--- config.mk ---
export PLATFORM = sky130hd
export DESIGN_NAME = mat_weight_loader
export DESIGN_NICKNAME = d
export VERILOG_FILES = /design/src/rtl/mat_weight_loader.sv
export SDC_FILE = /design/constraint.sdc
export NUM_CORES = 1
export LEC_CHECK = 0
export BUFFER_PORTS_ARGS = -buffer_cell sky130_fd_sc_hd__buf_2
export CAP_MARGIN = 5
export CORE_AREA = 2 2 439 441
export DETAILED_ROUTE_END_ITERATION = 6
export DIE_AREA = 0 0 441 443
export GPL_TIMING_DRIVEN = 0
export SETUP_SLACK_MARGIN = 0.1
export SYNTH_ARGS = -nofsm -noshare
export SYNTH_HDL_FRONTEND = slang
export SYNTH_SLANG_ARGS = --single-unit
--- constraint.sdc ---
create_clock -name clock -period 3.4 [get_ports clock]
set_input_delay 0 -clock clock [delete_from_list [all_inputs] [get_ports clock]]
set_output_delay 0 -clock clock [all_outputs]
set_load 0.01 [all_outputs]
--- src/rtl/mat_weight_loader.sv ---
// mat_weight_loader: streams weight rows from data memory into the matrix unit.
// Optional build macro MAT_WEIGHT_LOAD_ZERO_FILL_EN zero-fills unused rows.

module mat_weight_loader #(
  parameter int WIDTH              = 16,
  parameter int DATA_MEM_ADDR_SIZE = 32,
  parameter int WIDTH_ADDR_SIZE    = $clog2(WIDTH)
) (
  input  logic                             clock,
  input  logic                             reset,
  input  logic                             start,
  input  logic                             abort,
  input  logic [DATA_MEM_ADDR_SIZE-1:0]    base_addr,
  input  logic [DATA_MEM_ADDR_SIZE-1:0]    stride,
  input  logic [WIDTH_ADDR_SIZE:0]         row_count,
  output logic                             busy,
  output logic                             done,
  output logic                             error,
  output logic [DATA_MEM_ADDR_SIZE-1:0]    data_mem_read_addr,
  input  logic [WIDTH-1:0][31:0]           data_mem_data_out,
  output logic                             unit_set_weight,
  output logic [WIDTH_ADDR_SIZE-1:0]       unit_set_weight_row,
  output logic [WIDTH-1:0][31:0]           unit_data_in
);

  // Lanes carry IEEE-754 single-precision bit patterns; 0.0 is all zeros.

  typedef enum logic [1:0] {
    S_IDLE,
    S_FETCH,
    S_DRAIN,
    S_FIN
  } state_t;

  localparam logic [WIDTH_ADDR_SIZE:0] LP_WMAX =
    (WIDTH_ADDR_SIZE+1)'(WIDTH);

  state_t                          r_state;
  state_t                          w_next;
  logic [DATA_MEM_ADDR_SIZE-1:0]   r_addr;
  logic [DATA_MEM_ADDR_SIZE-1:0]   r_stride;
  logic [WIDTH_ADDR_SIZE-1:0]      r_k;
  logic [WIDTH_ADDR_SIZE-1:0]      r_nlast;
  logic                            r_err;
  logic                            r_pv;
  logic [WIDTH_ADDR_SIZE-1:0]      r_prow;
  logic [WIDTH-1:0][31:0]          r_pdata;

  logic                            w_go;
  logic                            w_legal;
  logic                            w_fill;
  logic [WIDTH_ADDR_SIZE-1:0]      w_klast;

  assign w_go    = start && !abort;
  assign w_legal = (row_count != '0) && (row_count <= LP_WMAX);

`ifdef MAT_WEIGHT_LOAD_ZERO_FILL_EN
  localparam logic [WIDTH_ADDR_SIZE-1:0] LP_KMAX =
    WIDTH_ADDR_SIZE'(WIDTH - 1);
  // Past the last real row the issue slot carries a zero row, no read.
  assign w_fill  = (r_k > r_nlast);
  assign w_klast = LP_KMAX;
`else
  assign w_fill  = 1'b0;
  assign w_klast = r_nlast;
`endif

  // State register
  always_ff @(posedge clock) begin
    if (!reset) begin
      r_state <= S_IDLE;
    end else begin
      r_state <= w_next;
    end
  end

  // Next-state decode and status outputs
  always_comb begin
    w_next = r_state;
    busy   = 1'b0;
    done   = 1'b0;
    error  = 1'b0;
    data_mem_read_addr = '0;
    unique case (r_state)
      S_IDLE: begin
        if (w_go) begin
          w_next = w_legal ? S_FETCH : S_FIN;
        end
      end
      S_FETCH: begin
        busy = 1'b1;
        if (!w_fill) begin
          data_mem_read_addr = r_addr;
        end
        if (abort) begin
          w_next = S_FIN;
        end else if (r_k == w_klast) begin
          w_next = S_DRAIN;
        end
      end
      S_DRAIN: begin
        busy   = 1'b1;
        w_next = S_FIN;
      end
      S_FIN: begin
        done   = 1'b1;
        error  = r_err;
        w_next = S_IDLE;
      end
      default: begin
        w_next = S_IDLE;
      end
    endcase
  end

  // Command latch, issue counter and address accumulator
  always_ff @(posedge clock) begin
    if (!reset) begin
      r_addr   <= '0;
      r_stride <= '0;
      r_k      <= '0;
      r_nlast  <= '0;
      r_err    <= 1'b0;
    end else begin
      unique case (r_state)
        S_IDLE: begin
          if (w_go) begin
            r_addr   <= base_addr;
            r_stride <= stride;
            r_k      <= '0;
            r_nlast  <= row_count[WIDTH_ADDR_SIZE-1:0]
                        - WIDTH_ADDR_SIZE'(1);
            r_err    <= !w_legal;
          end
        end
        S_FETCH: begin
          if (abort) begin
            r_err <= 1'b1;
          end else begin
            r_k    <= r_k + WIDTH_ADDR_SIZE'(1);
            r_addr <= r_addr + r_stride;
          end
        end
        S_DRAIN: begin
          if (abort) begin
            r_err <= 1'b1;
          end
        end
        default: begin
        end
      endcase
    end
  end

  // Write pipeline stage; cleared whenever no row is captured
  always_ff @(posedge clock) begin
    if (!reset) begin
      r_pv    <= 1'b0;
      r_prow  <= '0;
      r_pdata <= '0;
    end else if (r_state == S_FETCH && !abort) begin
      r_pv    <= 1'b1;
      r_prow  <= r_k;
      r_pdata <= w_fill ? '0 : data_mem_data_out;
    end else begin
      r_pv    <= 1'b0;
      r_prow  <= '0;
      r_pdata <= '0;
    end
  end

  assign unit_set_weight     = r_pv;
  assign unit_set_weight_row = r_prow;
  assign unit_data_in        = r_pdata;

endmodule

# [Word-level counts from Yosys, hierarchy flattened]
# Cells that the tools add are included.
[totals] regBits=592 word_cells=70 input_bits=585 out_inout_bits=552
[op_classes] mux=19 reduce_logical=15 n_addsub=3 order_cmp=1 eq_ne=8
[op_table] op="$mux 32" count=3
[op_table] op="$pmux 32 s2" count=1
[op_table] op="$add 32x32->32" count=1
[op_table] op="$mux 2" count=4
[op_table] op="$mux 4" count=2
[op_table] op="$pmux 2 s4" count=1
[op_table] op="$pmux 4 s2" count=1
[op_table] op="$mux 1" count=6
[op_table] op="$reduce_and 2->1" count=3
[op_table] op="$reduce_and 3->1" count=2
[op_table] op="$le 5x5->1 const B" count=1
[op_table] op="$reduce_bool 5->1" count=1
[op_table] op="$add 4x1->4 const B" count=1
[op_table] op="$eq 2x2->1 const B" count=2
[op_table] op="$eq 4x4->1" count=1
[op_table] op="$ne 2x2->1 const B" count=2
[op_table] op="$reduce_bool 2->1" count=2
[op_table] op="$sub 4x1->4 const B" count=1
[op_table] op="$logic_and 1x1->1" count=3
[op_table] op="$ne 3x3->1 const B" count=1
[op_table] op="$eq 2x1->1 const B" count=1
[op_table] op="$logic_not 1->1" count=2
[op_table] op="$logic_not 2->1" count=1
[op_table] op="$ne 2x1->1 const B" count=1
[op_table] op="2 further kinds" count=2

# [Depth between registers and ports, before layout]
# Gate-level depths: netlist of run 1.
[logic_depth] ltp_word=5 depth_mapped=11 depth_no_buf=11

# [Worst setup path before layout of run 1]
# OpenSTA, ideal clock, no wires.
[synth_timing] kind="register -> register" start="register r_addr[0]" end="register r_addr[28]" slack_ns=0.882 setup_time_ns=0.095 synth_period_minus_slack_ns=2.518 t_arrival_ns=2.423 path_buffers=0 path_stages_with_launch=12 t_required_ns=3.305 path_cell_list="dfxtp_1 ha_1 fa_1 a21o_1 nand4_1 and4_1 o211ai_1 a41oi_1 o21bai_1 a21oi_1 xor2_1 a221oi_1"
[synth_via] elab_chain_len=3
[synth_rtl] item="start, declared" line="40" source="logic [DATA_MEM_ADDR_SIZE-1:0] r_addr;"
[synth_rtl] item="start signal, assigned" line="128" source="r_addr <= base_addr;"
[synth_rtl] item="start signal, assigned" line="141" source="r_addr <= r_addr + r_stride;"
[synth_rtl] item="$add 32x32->32" line="141"
[synth_rtl] item="$mux 32" line="137" source="if (abort) begin"
[synth_rtl] item="$pmux 32 s2" line="125" source="unique case (r_state)"
# Every way passes these cells. The select of a mux whose other input is x is not followed.
# A chain may end at the register's enable or synchronous reset.

# [Worst setup path after layout of run 1]
[layout_timing] start="register r_addr[10]" end="register r_addr[23]"
# Same word-level chain as after synthesis.

==> impl_results.md, run 1 <==
- FF/Latch Area: approximately 0.012 mm^2
- HPWL after DPL: about 140000 um
- First-pass GRT wire length: roughly 210000 um
- Post-route ant nets: 0
- Post-CTS Repair Setup Buffers: 0
- Final worst path period need: between 3 and 4 ns
- Initial Utilization: 0.0975
- CP Max Fanout: 4
- Leakage: around 0.018 uW
- Die area: 0.195 mm^2
- Final Setup Violations: 0
- Top-area cell type share of the netlist area: 0.636
- Hold WC Path Type: in2reg
- Critical path type: reg2reg
- Num Clock Sinks: about 590
- CTS max path bufs: 3
- CTS tree: yes
- Drt drc: 0
- Multi-input logic area: between 0.006 and 0.007 mm^2
- Synth area leaders: dfxtp_1 (64%), and2_1 (19%), ha_1 (2.4%), a21oi_1 (2.1%), nand2_1 (1.9%)
- Register bit count reported by yosys: between 500 and 600
- I/O Pins: ~1100
- GRT Util Overall: 0.167
- Main synth FF type: dfxtp_1
- Design Area, Final: around 0.038 mm^2
- Synthesized netlist cell count: 1698
- Period utilization: 0.949
- Clk_lat worst skew: about 0.7 ns
- Achievable Freq: 0.310 GHz
- Register area share after synthesis: 0.636
- Peak VDD IR: around 0.4 mV
- Yosys warns: 0
- Placed Area: ~0.028 mm^2
- Core area: approximately 0.19 mm^2
- Worst slew pin tran: ~0.89 ns
- Post-synth cell types: 54
- Hold Vio Cnt, Final: 0
- Final Max Tran Viols: 0
- H-tree lvl count: 3
- Number of max-cap violations: 0
- Req. time, crit path: roughly 4 ns
- Average cell area after synthesis: between 10 and 15 um^2
- DRT Pass-1 Iters: 5
- Status: finished clean
- Root Buffer: clkbuf_16
- Dpl ws: -0.139 ns
- WL/cell: 26.8 um
- Num CTS Buffers: 76
- Final WS setup: 0.174 ns
- Startpoint class of the critical path: flop
- Critical Path Sink Type: flop
- Drt first-iter violations: around 1300
- Largest net degree at the start of global routing: 18
- Gpl congestion: approximately 0.94
- Via/cell ratio: between 3 and 4
- Row cnt: about 160
- Reg clk slew, reported paths: around 0.070 ns
- Top cells by count, synth: dfxtp_1 (592), and2_1 (554), nand2_1 (95)
- Port bufs: approximately 1100
- Largest area contributor in the synthesized netlist: dfxtp_1
- Worst slew margin: 0.406
- Count leader, synth: dfxtp_1
- Pwr Density: 565 mW/mm^2
- Initial antenna violation count: between 100 and 150
- Post-synth ARST share: 0
- Post-synth EDFFs: 0
- Die Width: ~440 um
- Total Wirelength: between 150000 and 200000 um
- Vias: between 20000 and 25000
- Unrepaired setup endpoints after global routing: false
- Vias in the first global route: between 20000 and 25000
- Mapped Area: around 0.019 mm^2
- P&R area growth vs syn: 105%
- Layout fillers: between 20000 and 25000
- Share of layout cells above drive strength 1: 0.346
- Synthesized net count: 2320
- Die height: 443 um
- CP Data Arrival Time: 3.82 ns
- Clock Skews: 0.0449 ns
- Nets: about 4300
- Total gr overflow: 0
## critical path, cell delays in order, from the launching register on
cell	delay (ns)
dfxtp_1	0.44
ha_1	0.33
nand2_1	0.18
nor3_1	0.08
a2111oi_2	0.39
o31ai_4	0.19
a21o_1	0.26
or2_2	0.34
xor2_1	0.15
mux2i_1	0.15
a21oi_1	0.08
dlygate4sd3_1	0.56
## registers in the layout, summed over array words and instances (netlist names)
name and flops:
r_addr 32, r_err 1, r_k 4, r_nlast 4, r_state 2, r_stride 32
unit_data_in 512, unit_set_weight 1, unit_set_weight_row 4
## layer usage
metal	share of wire	global-route usage
met4	0.057	0.0859
met2	0.48	0.279
met5	0.00024	0
met3	0.076	0.0451
met1	0.39	0.194
## area by class of cell
cell class / count / share of cell area
inverters: 12 / 0.00118
clock inverters: 45 / 0.0174
repair buffers: 1911 / 0.353
multi-input cells: 1004 / 0.169
well taps: 2526 / 0.0829
flip-flops and latches: 592 / 0.311
plain buffers: 89 / 0.00889
diodes: 36 / 0.00236
clock buffers: 93 / 0.0550
## cells by family after synthesis
group / Yosys count / share of synthesized area
multiplexers: 20 / 0.0107
flip-flops: 592 / 0.636
AO/OA/AOI/OAI: 188 / 0.0652
adder cells (fa/ha/maj): 37 / 0.0252
buffers and inverters: 102 / 0.0205
AND/OR/NAND/NOR: 723 / 0.226
XOR/XNOR: 36 / 0.0169
## power breakdown
group	internal [uW]	total [uW]	switching, uW
combinational	1920	4640	2720
sequential	7500	7830	330
clock	5380	9080	3700
total	14800	21600	6760
## worst paths after layout
kind | endpoint | slack [ns] | cells after the start | from
min reg2reg | r_stride[8] | 0.46 | 2 | r_stride[8]
min | unit_data_in[168] | 0.05 | 3 | data_mem_data_out[168]
max reg2reg | r_addr[23] | 0.17 | 11 | r_addr[10]
max | r_addr[23] | 0.17 | 11 | r_addr[10]
## repair_timing
item / in CTS / in global routing
hold buffers: 773 / 0
hold endpoints to repair: 585 / 0
setup endpoints to repair: 30 / 3
gates resized for setup: 2 / 7
pin swaps: 0 / 2
## layout by cell type (no fill, tap or decap), types with 8 or more instances in the layout
master | netlist | routed
buf_2 | 0 | 1136
o21ai_0 | 25 | 25
ha_1 | 36 | 35
a211oi_1 | 21 | 21
clkbuf_1 | 88 | 88
a21oi_1 | 77 | 76
clkbuf_8 | 0 | 11
xor2_1 | 18 | 18
a21o_1 | 16 | 16
and2_1 | 554 | 554
inv_1 | 11 | 11
nand3_1 | 8 | 8
dfxtp_1 | 592 | 592
clkinv_2 | 0 | 11
nand2_1 | 95 | 95
bufinv_16 | 0 | 12
diode_2 | 0 | 36
dlygate4sd3_1 | 0 | 773
clkbuf_16 | 0 | 77
xnor2_1 | 18 | 18
nor2_1 | 30 | 30
mux2i_1 | 20 | 20
## metrics by stage
stage | power [uW] | instances | hold slack [ns] | utilization | TNS (ns)
final | 21600 | 6308 | 0.0544 | 0.200 | 0
after global routing | 22400 | 6286 | 0.0241 | 0.199 | 0
after CTS | 21800 | 6272 | 0.000480 | 0.199 | 0
after detailed placement | 11800 | 5362 | 0.201 | 0.144 | -0.911
after global placement | 11800 | 5360 | 0.199 | 0.144 | -1021.81
after floorplan | 9600 | 1698 | 0.0956 | - | 0
(Power assumes the default switching activity.)
==> inputs of run 2 (changes only) <==
REMOVE_ABC_BUFFERS = 1   (was not set)
==> run 2 against run 1 <==
- highest routed layer unchanged
- combinational power rose by 6.9%
- critical path depth did not move
- flip-flop and latch count did not move
- largest cell class unchanged
==> impl_results.md, run 2 (synthesized netlist as in run 1, its figures left out) <==
- I/O Pins: 1137 (unchanged)
- Critical path type: reg2reg
- Startpoint class of the critical path: flop
- Final WS setup: 0.243 ns (+0.0688 ns)
- GRT Util Overall: 0.168 (+0.00110)
- Leakage: 0.0186 uW (+4.6%)
- Core area: 0.191 mm^2 (unchanged)
- Share of layout cells above drive strength 1: 0.349 (+0.00283)
- CTS tree: yes
- Number of max-cap violations: 0 (unchanged)
- Die Width: 441 um (unchanged)
- H-tree lvl count: 3 (unchanged)
- Worst slew margin: 0.413 (+0.00654)
- CP Cell Sequence: ha_1 -> fa_1 -> a21o_1 -> nand4_1 -> and4_4 -> o211ai_1 -> a41oi_2 -> xnor2_1 -> mux2i_1 -> a21oi_1 -> dlygate4sd3_1
- Commonest cells after routing, fill and taps aside: buf_2 (1136), dlygate4sd3_1 (907), dfxtp_1 (592), and2_1 (552), nand2_1 (95)
- Design Area, Final: 0.0398 mm^2 (+4.4%)
- Total gr overflow: 0 (unchanged)
- Initial antenna violation count: 147 (+34%)
- Post-Layout Cell Count: 6427 (+1.9%)
- Period utilization: 0.929 (-0.0202)
- Buf+Inv Stages, Crit Path: 1 (unchanged)
- Pwr Density: 547 mW/mm^2 (-3.3%)
- Nets: 4396 (+2.0%)
- Critical Path Stages: 11 (unchanged)
- Dpl ws: -0.957 ns (-0.818 ns)
- Row cnt: 161 (unchanged)
- Layout fillers: 20800 (-0.84%)
- Reg clk slew, reported paths: 0.06 ns (about the same)
- Die height: 443 um (unchanged)
- WL/cell: 26.3 um (-1.7%)
- Share of power burned in registers: 0.360 (-0.003)
- Internal power: 15000 uW (+1.6%)
- Total Wirelength: 169000 um (+0.11%)
- Die area: 0.195 mm^2 (unchanged)
- First-pass GRT wire length: 213000 um (+1.0%)
- Max reg flops: 512 (unchanged)
- Hold Vio Cnt, Final: 0 (unchanged)
- Placed Area: 0.0277 mm^2 (+0.49%)
- Setup TNS: 0 ns (unchanged)
- Commonest non-fill, non-tap cell in the layout: buf_2
- Via/cell ratio: 3.32 (+0.44%)
- CP Data Arrival Time: 3.80 ns (-0.02 ns)
- Clock power share: 0.413 (-0.008)
- Drt drc: 0 (unchanged)
- Final Max Tran Viols: 0 (unchanged)
- R2R cell count: 11 (unchanged)
- P&R area growth vs syn: 114%
- Vias in the first global route: 22300 (+3.7%)
- DRT Pass-1 Iters: 5 (unchanged)
- Hold path depth: 3 (unchanged)
- Post-route ant nets: 0 (unchanged)
- Vias: 21300 (+2.3%)
- Final Setup Violations: 0 (unchanged)
- Critical Path Sink Type: flop
- Switch share: 0.310 (-0.00361)
- CTS max path bufs: 3 (unchanged)
- Comb power frac: 0.228 (+0.013)
- Slowest CP cell: dlygate4sd3_1
- Hold WC Path Type: in2reg
- Num CTS Buffers: 77 (+1.3%)
- Port bufs: 1136 (unchanged)
- Largest net degree at the start of global routing: 41 (+23)
- Post-Place Cells: 5308 (-1.0%)
- CP top delay family: compound AO/OA/AOI/OAI gates
- HPWL after DPL: 140000 um (-2.7%)
- Drt first-iter violations: 1192 (-7.7%)
- Slowest cell delay on critical path: 0.56 ns (about the same)
- Clk_lat worst skew: 0.72 ns (about the same)
- Clock Skews: 0.0341 ns (-0.0108 ns)
- P_sw: 6750 uW (-0.13%)
- Achievable Freq: 0.317 GHz (+2.2%)
- CP Max Fanout: 3 (-1)
- Final worst path period need: 3.16 ns (-0.0688 ns)
- Status: finished clean
- Gpl congestion: 0.977 (+4.4%)
- Worst slew pin tran: 0.881 ns (-0.00981 ns)
- Req. time, crit path: 4.04 ns (+0.04 ns)
- Num Clock Sinks: 592 (unchanged)
- Root Buffer: clkbuf_16
- Unrepaired setup endpoints after global routing: false
- Initial Utilization: 0.0975 (unchanged)
- Peak VDD IR: 0.450 mV (+9.2%)
[run 2: cell types whose count changed in the layout (fill, tap and decap cells not counted), moves of 6 or more]
cell | previous run | this run
buf_12 | 1 | 11
buf_8 | 1 | 7
diode_2 | 36 | 65
clkbuf_8 | 11 | 17
clkbuf_1 | 88 | 9
buf_6 | 0 | 20
dlygate4sd3_1 | 773 | 907
[run 2: path summary, 6_finish.rpt]
| check | from | end | slack [ns] |
|---|---|---|---|
| worst max-delay path | r_addr[0] | r_addr[26] | 0.24 |
| worst min-delay path | data_mem_data_out[174] | unit_data_in[174] | 0.07 |
| worst max register to register | r_addr[0] | r_addr[26] | 0.24 |
| worst min register to register | r_stride[24] | r_stride[24] | 0.47 |
[run 2: cell type report]
| cell class | count | area [um^2] | share of cell area |
|---|---|---|---|
| repair buffers | 2087 | 15400 | 0.386 |
| flip-flops and latches | 592 | 11900 | 0.298 |
| multi-input cells | 1004 | 6490 | 0.163 |
| well taps | 2526 | 3160 | 0.0794 |
| clock buffers | 103 | 2190 | 0.0551 |
| clock inverters | 38 | 548 | 0.0138 |
| diodes | 65 | 163 | 0.00408 |
| inverters | 12 | 45.0 | 0.00113 |
[run 2: what timing repair did]
item,4_1_cts,5_1_grt
endpoints found under the setup margin,141,41
hold endpoints to repair,584,0
setup buffers,5,1
gates resized for setup,9,17
pin swaps,0,1
hold buffers,907,0
[run 2: worst register-to-register path: stages, from the launching register on]
cell and delay, ns:
dfxtp_1 0.32, ha_1 0.22, fa_1 0.41, a21o_1 0.22
nand4_1 0.17, and4_4 0.31, o211ai_1 0.20, a41oi_2 0.29
xnor2_1 0.18, mux2i_1 0.10, a21oi_1 0.14, dlygate4sd3_1 0.56
[run 2: stage by stage]
stage          utilization  hold slack [ns]  power (uW)
2_1_floorplan            -           0.0956        9610
3_3_place_gp         0.142            0.199       10600
3_5_place_dp         0.145            0.201       11700
4_1_cts              0.207          0.00220       22100
5_1_grt              0.208           0.0407       22800
6_report             0.208           0.0734       21800
[run 2: power by group through the flow]
stage	clock network [uW]	registers, uW	logic, uW
2_1_floorplan	0	8040	1580
3_3_place_gp	0	7700	2930
3_5_place_dp	0	7960	3750
4_1_cts	9360	7820	4950
5_1_grt	9590	7870	5330
6_report	8990	7830	4960
[run 2: per-layer routing]
metal / GRT usage / share of wire
met5: 0 / 0.00097
met2: 0.293 / 0.50
met4: 0.133 / 0.092
met1: 0.148 / 0.30
met3: 0.0772 / 0.10
